### src/rtl/ram_bist_ctrl.sv
// ram_bist_ctrl: write/read-back BIST sequencer for a single-port synchronous RAM
module ram_bist_ctrl #(
    parameter int AW     = 8,
    parameter int DW     = 8,
    parameter int DEPTH  = 256,
    parameter int RD_LAT = 1
) (
    input  logic          clk,
    input  logic          rst,
    input  logic          start,
    input  logic [1:0]    mode,
    input  logic [DW-1:0] seed,
    input  logic          loop,
    output logic [AW-1:0] addr_out,
    output logic [DW-1:0] data_out,
    output logic          wren,
    output logic          rden,
    input  logic [DW-1:0] rd_data,
    output logic          busy,
    output logic          done,
    output logic          pass,
    output logic [15:0]   err_cnt,
    output logic [AW-1:0] first_err_addr
);
    typedef enum logic [2:0] {IDLE, WRITE, READ, DRAIN, DONE} state_t;

    state_t                   state, state_n;
    logic [1:0]               mode_q, mode_n;
    logic [DW-1:0]            seed_q, seed_n;
    logic [AW-1:0]            addr_n;
    logic                     accept, last, mismatch;
    logic [RD_LAT-1:0]        vld;
    logic [RD_LAT-1:0][AW-1:0] pa;

    function automatic logic [DW-1:0] pattern(input logic [1:0] m, input logic [DW-1:0] s,
                                              input logic [AW-1:0] a);
        logic [DW-1:0] sum;
        sum = DW'(a) + s;
        return m == 2'd0 ? sum : m == 2'd1 ? ~sum : m == 2'd2 ? (a[0] ? ~s : s) : s;
    endfunction

    // next-state, address sequencing and compare decision
    always_comb begin
        accept   = start && (state == IDLE || (state == DONE && !loop));
        last     = addr_out == AW'(DEPTH - 1);
        mode_n   = accept ? mode : mode_q;
        seed_n   = accept ? seed : seed_q;
        mismatch = vld[RD_LAT-1] && rd_data != pattern(mode_q, seed_q, pa[RD_LAT-1]);
        state_n  = state;
        addr_n   = addr_out;
        case (state)
            IDLE:  state_n = accept ? WRITE : IDLE;
            WRITE: begin
                state_n = last ? READ : WRITE;
                addr_n  = last ? '0 : addr_out + 1'b1;
            end
            READ:  begin
                state_n = last ? DRAIN : READ;
                addr_n  = last ? '0 : addr_out + 1'b1;
            end
            DRAIN: state_n = |vld ? DRAIN : DONE;
            DONE:  state_n = (loop || accept) ? WRITE : DONE;
            default: state_n = IDLE;
        endcase
    end

    // state, registered RAM strobes, status outputs and read-compare pipeline
    always_ff @(posedge clk) begin
        if (rst) begin
            state          <= IDLE;
            mode_q         <= '0;
            seed_q         <= '0;
            addr_out       <= '0;
            data_out       <= '0;
            wren           <= 1'b0;
            rden           <= 1'b0;
            busy           <= 1'b0;
            done           <= 1'b0;
            pass           <= 1'b0;
            err_cnt        <= '0;
            first_err_addr <= '0;
            vld            <= '0;
            pa             <= '0;
        end else begin
            state          <= state_n;
            mode_q         <= mode_n;
            seed_q         <= seed_n;
            addr_out       <= addr_n;
            wren           <= state_n == WRITE;
            rden           <= state_n == READ;
            data_out       <= state_n == WRITE ? pattern(mode_n, seed_n, addr_n) : '0;
            busy           <= state_n inside {WRITE, READ, DRAIN};
            done           <= state_n == DONE;
            pass           <= state_n == DONE && err_cnt == '0;
            err_cnt        <= accept ? '0 : (mismatch && err_cnt != 16'hFFFF) ? err_cnt + 1'b1 : err_cnt;
            first_err_addr <= accept ? '0 : (mismatch && err_cnt == '0) ? pa[RD_LAT-1] : first_err_addr;
            vld            <= RD_LAT'({vld, rden});
            pa             <= (RD_LAT * AW)'({pa, addr_out});
        end
    end
endmodule

### config.mk
export PLATFORM = sky130hd
export DESIGN_NAME = ram_bist_ctrl
export DESIGN_NICKNAME = d
export VERILOG_FILES = /design/src/rtl/ram_bist_ctrl.sv
export SDC_FILE = /design/constraint.sdc
export NUM_CORES = 1
export LEC_CHECK = 0
export CELL_PAD_IN_SITES_DETAIL_PLACEMENT = 1
export CELL_PAD_IN_SITES_GLOBAL_PLACEMENT = 1
export CORE_AREA = 10 10 103 114
export CTS_CLUSTER_SIZE = 14
export DETAILED_ROUTE_END_ITERATION = 16
export DIE_AREA = 0 0 113 124
export PLACE_DENSITY_LB_ADDON = 0.08
export SLEW_MARGIN = 20
export SYNTH_ARGS = -nofsm -noshare
export SYNTH_HDL_FRONTEND = slang
export SYNTH_SLANG_ARGS = --single-unit
### constraint.sdc
create_clock -name clk -period 7.9 [get_ports clk]
set_input_delay 1.58 -clock clk [delete_from_list [all_inputs] [get_ports clk]]
set_output_delay 1.58 -clock clk [all_outputs]
set_load 0.02 [all_outputs]
# Word level (Yosys, flattened, before mapping)
# Index checks and enable logic that the tools add are counted.
# totals
regBits	67
in_bits	22
output_inout_bits	45
wordCells	73
# classes
addsub	4
eq_ne	15
n_mux	18
n_bitwise	5
reduce_logical	17
# op_table
op	count
2-to-1 mux 8 bit	11
NOT 8 bit	4
adder 16 x 1 -> 16 bit, second input constant	1
adder 8 bit	2
zero test 16 bit	1
!= test 16 bit, second input constant	1
one-hot mux 3 bit (5 select lines)	1
equality test 3 x 2 -> 1 bit, second input constant	4
adder 8 x 1 -> 8 bit, second input constant	1
equality test 8 bit, second input constant	1
!= test 8 bit	1
equality test 3 x 1 -> 1 bit, second input constant	2
equality test 3 bit, second input constant	2
logical AND 1 bit	6
2-to-1 mux 3 bit	2
OR reduction 2 bit	3
equality test 2 x 1 -> 1 bit, second input constant	2
equality test 2 bit, second input constant	2
zero test 2 bit	2
2-to-1 mux 2 bit	2
zero test 3 bit	1
nonzero test 3 bit	1
logical OR 1 bit	2
2-to-1 mux 1 bit	2
other kinds (2)	2

# Longest topological paths before layout
# Gate-level depths: netlist of run 1.
# depth
word_depth	10
ltp_mapped	16
ltp_nobuf	14

# Worst setup path after synthesis of run 1
# Ideal clock, no wire load.
# synth_path
path_type	input -> register
from	input loop
to	register data_out[7]
setup_ns	0.123
arrival_ns	4.292
required_ns	7.777
path_slack_ns	3.485
path_stages	14
n_path_buf	1
path_cell_list	a211oi_2 nand2_1 buf_2 mux2i_1 inv_1 ha_1 a21o_1 a21oi_1 nand3_1 a2111oi_0 or4_1 nand4_1 xnor2_1 nor2_1
# synth_via
word_cells_on_any_way	23
classes_between	add/sub: 1; eq/ne: 3; mux: 9; bitwise: 3; reduce/logical: 7
# synth_rtl
element	line	rtl
start, declared	13	input logic loop,
zero test 1 bit (*)	44	accept = start && (state == IDLE || (state == DONE && !loop));
logical AND 1 bit (*)	44	
logical OR 1 bit (*)	44	
logical AND 1 bit (*)	44	
2-to-1 mux 8 bit (*)	47	seed_n = accept ? seed : seed_q;
net seed_n[1]	29	logic [DW-1:0] seed_q, seed_n;
adder 8 bit (*)	38	sum = DW'(a) + s;
NOT 8 bit	39	return m == 2'd0 ? sum : m == 2'd1 ? ~sum : m == 2'd2 ? (a[0] ? ~s : s) : s;
2-to-1 mux 8 bit	39	
2-to-1 mux 8 bit (*)	39	
end signal, assigned	91	data_out <= state_n == WRITE ? pattern(mode_n, seed_n, addr_n) : '0;
end, declared	15	output logic [DW-1:0] data_out,
# The timed path passes the listed nets; every way through them passes the cells marked *.
# A chain may end at the register's enable or synchronous reset.

# Worst setup path after layout of run 1
# Same ends and word-level chain as after synthesis.

==> impl_metrics.ini, run 1 <==
[layout]
layout_commonest_cell = dfxtp_1
antenna_cells = 0
final_cells = 646
register_area_sq_um = 1340
fin_nets = 564
layout_common_cells = dfxtp_1, clkdlybuf4s50_1, nor2_1
design_area_sq_um = 4920
area_growth_pct = 23.9
drive_above_1_share_pct = 7.18
multi_input_area_sq_um = 2450
nFillCells = 1099

[routing]
viasPerCell = 5.63
drt_iter0_drc = 181
first_pass_iters = 4
drc = 0
ant_nets = 0
wl_per_cell_um = 18.4
vias = 3634
wl_um = 11900

[clocking]
cts_root_buffer = clkbuf_8
clkTransAtPathRegs_ns = 0.08
cts_resized = 0
htreeDepth = 3
cts_tree = built
clk_latency_ns = 0.35
ctsHoldBuffers = 0
cts_buffers = 9
clock_path_buffers = 2
post_cts_buffers = 0
clock-sinks = 67

[timing]
fin_crit_sh_pct = 67.9
slew_headroom_pct = 36.7
hold_viol_final = 0
finalSetupViolCount = 0
worst_slack_ns = 2.53
grt_setup_unrepaired = no
fin_tns_setup_ns = 0
fin_worst_skew_ns = 0.0114
fmax_mhz = 186
hold_slack_ns = 0.470
fin_crit_ns = 5.37
slew_viol_final = 0
tightestPinTransition_ns = 0.942

[job]
max_cap_violations = 0

[synthesis]
ys_ff_latch = 67
synth-edff-count = 0
netlist_instances = 467
synth_ff_type = dfxtp_1
syn_nets = 507
yosysWarningCount = 0
yosys.cell_types.count = 67
async_flop_share_pct = 0
synth-seq-area-share_pct = 33.8
syn_area_sq_um = 3970
synth_top_area_share_pct = 33.8
avgSynthCellArea_sq_um = 8.51
yosysTopAreaCell = dfxtp_1
synth_area_leaders = dfxtp_1, xnor2_1, ha_1

[placed_design]
postPlaceCellArea_sq_um = 4680
dpl.hpwl_um = 8990
dpl_worst_slack_ns = 2.32
portBuffers = 66
gp_congestion = 0.891
dp_cells = 630

[global_route]
grt.total_usage_pct = 17.2
grt_overflow_total = 0
first_global_vias = 3824
antenna_found_initial = 0
grt_pass1_wl_um = 19600
grt_max_degree = 36

[floorplanning]
core_sq_um = 9310
die-area_sq_um = 14000
ios = 67
die_w_um = 113
floorplan.initialDensity_pct = 42.7
die_h_um = 124
row_count = 37

[worst_hold_path]
hp-start = rden
holdPathStages = 1
hold_class = reg -> reg

[critical_path]
r2r_cells = 13
worstReg2RegStart = state[2]
crit_arrival_ns = 5.59
crit_start = loop
worstSetupEndpointType = flop
worstSetupPathType = in -> reg
critical_path.startpoint_type = primary input
path_max_fanout = 11
critPathRequiredTime_ns = 8.12

[pwr]
irDropWorstVdd_v = 0.0000978
p_leak_nw = 1.92
p_per_area_nw_per_um2 = 172

[run_status]
status = complete, no violations
-- path summary, 6_finish.rpt --
path	slack, ns	endpoint
worst max-delay path	2.53	data_out[7]
worst min-delay path	0.47	vld
worst max register to register	3.69	data_out[7]
worst min register to register	0.47	vld
-- registers in the layout, indices dropped and copies added, names as in the netlist --
register	count
vld	1
data_out	8
first_err_addr	8
seed_q	8
pass	1
mode_q	2
rden	1
busy	1
addr_out	8
pa	8
done	1
wren	1
err_cnt	16
state	3
-- kinds of logic after synthesis --
group / after synthesis / synth area share, %
muxes: 13 / 3.40
and+or+nand+nor: 178 / 23.4
xor gates and xnor gates: 43 / 10.2
AOI/OAI and AO/OA: 106 / 18.2
adders and majority gates: 19 / 6.30
buffers and inverters: 41 / 4.79
DFF: 67 / 33.8
-- report_power, final --
part | total [W] | internal, W | switching, W
Clock | 0.000338 | 0.000196 | 0.000142
Sequential | 0.000358 | 0.000348 | 0.0000106
Combinational | 0.000150 | 0.0000681 | 0.0000814
Total | 0.000845 | 0.000612 | 0.000234
-- critical path: stages --
cell and delay, ns:
clkdlybuf4s50_1 0.44, a211oi_2 0.33, nand2_1 0.46, mux2i_1 0.45, inv_1 0.14, ha_1 0.29, a21o_1 0.19, a21oi_1 0.33
nand3_1 0.14, a2111oi_0 0.66, or4_1 0.23, nand4_1 0.11, xnor2_1 0.17, nor2_1 0.06
-- Yosys cell counts (all sizes together), types with 5 or more instances --
cell type and n:
clkbuf 9, and3 5, a21oi 30, xor2 12, dfxtp 67, mux2i 12
ha 16, buf 14, nor2 39, nand2 31, nor2b 18, o211ai 11
o21a 5, a211oi 7, nand3 18, or3 13, nand4 18, nor3 11
inv 18, and2 7, o21ai 26, xnor2 29
-- through the flow --
step / util [%] / power [W]
global placement: 50.3 / 0.000509
floorplan: - / 0.000465
finish: 52.9 / 0.000845
detailed placement: 50.3 / 0.000515
global route: 52.9 / 0.000885
CTS: 52.8 / 0.000855
-- layout make-up --
| type | instances | share of cell area, % |
|---|---|---|
| multi-input combinational | 359 | 49.7 |
| sequential | 67 | 27.2 |
| timing repair buffer | 69 | 13.9 |
| clock buffer | 11 | 3.08 |
| tap | 117 | 2.97 |
| clock inverter | 5 | 1.73 |
| inverter | 18 | 1.37 |
-- per-layer routing --
layer / global-route usage [%] / vias to the layer above / wire length, um
met3: 3.75 / 12 / 473
met5: 0 / - / 0
li1: - / 1798 / -
met2: 30.4 / 49 / 6000
met1: 20.3 / 1775 / 5300
met4: 5.56 / 0 / 140
(Power assumes the default switching activity.)
==> run 2: changes to the inputs <==
- CORE_AREA: 10 10 103 114 -> 10 10 112 124
- DIE_AREA: 0 0 113 124 -> 0 0 122 134
- clock period: 7.9 -> 4.35 ns (I/O delays scaled with it)
==> run 2 against run 1 <==
  * Clock power rose by 150%
  * Sequential power rose by 82%
  * Worst hold slack got worse by 0.0020 ns
  * Setup slack got worse by 2.1 ns
  * Register-to-register slack got worse by 3.0 ns
  * Global-route usage fell by 2.3 points
  * Core utilization fell by 7.6 points
  * Die area rose by 17%
  * Clock-buffer cell count fell by 1
  * Highest routed layer unchanged
==> impl_metrics.ini, run 2 (same netlist as run 1, synthesis figures left out) <==
[timing]
fin_crit_ns = 3.93
fin_worst_skew_ns = 0.00906
finalSetupViolCount = 0
grt_setup_unrepaired = no
fin_crit_sh_pct = 90.3
tightestPinTransition_ns = 0.967
hold_slack_ns = 0.468
slew_headroom_pct = 35.0
slew_viol_final = 0
hold_viol_final = 0
fmax_mhz = 255

[routing]
vias = 3615
ant_nets = 0
viasPerCell = 5.25
first_pass_iters = 4
drt_iter0_drc = 160
wl_per_cell_um = 17.4
wl_um = 11900
drc = 0

[layout]
largest_register = err_cnt
drive_above_1_share_pct = 8.55
layout_commonest_cell = dfxtp_1
antenna_cells = 0
largest_reg_flops = 16
nFillCells = 1349
design_area_sq_um = 5130
register_area_sq_um = 1340
multi_input_area_sq_um = 2440
fin_nets = 573
final_cells = 688
layout_common_cells = dfxtp_1, clkdlybuf4s50_1, nor2_1
area_growth_pct = 29.2

[pwr]
p_leak_nw = 2.01
irDropWorstVdd_v = 0.000186
p_per_area_nw_per_um2 = 344

[critical_path]
critical_path.startpoint_type = primary input
critPathRequiredTime_ns = 4.56
worstSetupEndpointType = flop
path_max_fanout = 4
worstReg2RegStart = addr_out[0]
crit_start = loop
crit_arrival_ns = 4.13
worstSetupPathType = in -> reg

[floorplanning]
die_w_um = 122
floorplan.initialDensity_pct = 35.1
die_h_um = 134
ios = 67
die-area_sq_um = 16300
row_count = 41
core_sq_um = 11300

[global_route]
grt_pass1_wl_um = 19700
antenna_found_initial = 0
grt.total_usage_pct = 14.9
grt_max_degree = 23
grt_overflow_total = 0
first_global_vias = 3717

[clocking]
clk_latency_ns = 0.33
cts_root_buffer = clkbuf_16
clkTransAtPathRegs_ns = 0.06
post_cts_buffers = 0
cts_buffers = 9
clock_path_buffers = 2
clock-sinks = 67
htreeDepth = 3
cts_tree = built

[worst_hold_path]
hp-start = rden
hold_class = reg -> reg

[placed_design]
gp_congestion = 0.818
dpl.hpwl_um = 9380
dp_cells = 672
portBuffers = 66
postPlaceCellArea_sq_um = 4790

[run_status]
status = complete, no violations

[job]
max_cap_violations = 0
run 2: cell count changes in the layout (fill, tap and decap cells not counted), sizes merged:
| cell | before | now |
|---|---|---|
| inv | 18 | 19 |
| buf | 3 | 12 |
| bufinv | 2 | 3 |
| clkbuf | 11 | 10 |
| clkinvlp | 1 | 0 |
run 2: cell type report:
type                            count  share of cell area (%)
Clock inverter                      6                    2.19
Tap cell                          150                    3.66
Sequential cell                    67                    26.1
Inverter                           18                    1.32
Timing Repair Buffer               78                    14.6
Clock buffer                       10                    4.46
Multi-Input combinational cell    359                    47.6
run 2: worst paths after layout:
check	to	slack, ns	cells after the start
worst max-delay path	data_out[7]	0.42	14
worst min-delay path	vld	0.47	1
worst max register to register	data_out[7]	0.65	14
worst min register to register	vld	0.47	1
run 2: power breakdown:
part           internal [W]  leakage [nW]  switching [W]  total [W]
registers          0.000633         0.544      0.0000196   0.000652
clock network      0.000562         0.167       0.000276   0.000837
logic              0.000130          1.30       0.000143   0.000273
run 2: timing repair:
item,4_1_cts,5_1_grt
hold endpoints to repair,0,0
resized for setup,0,1
hold buffers,0,0
endpoints found under the setup margin,0,1
run 2: metal layers:
metal  vias to the layer above  share of wire [%]  GRT usage, %
li1                       1816                  -             -
met1                      1741                 46          18.9
met2                        49                 49          23.9
met3                         9                4.0          3.95
met4                         0                1.0          4.58
met5                         -                  0             0
run 2: critical path, cell delays in order:
cell	delay, ns
clkdlybuf4s50_1	0.44
a211oi_2	0.22
nand2_1	0.23
mux2i_1	0.30
inv_1	0.12
ha_1	0.29
a21o_1	0.18
a21oi_1	0.31
nand3_1	0.15
a2111oi_1	0.51
or4_1	0.19
nand4_1	0.11
xnor2_1	0.17
nor2_1	0.05
run 2: stage by stage:
step | TNS, ns | utilization [%] | power, W | setup WS [ns]
6_report | 0 | 45.3 | 0.00176 | 0.423
5_1_grt | 0 | 45.3 | 0.00185 | 0.0831
4_1_cts | 0 | 45.3 | 0.00179 | 0.315
3_5_place_dp | -0.0589 | 42.2 | 0.000942 | -0.0589
3_3_place_gp | 0 | 42.2 | 0.000938 | 0.192
2_1_floorplan | 0 | - | 0.000844 | 0.645
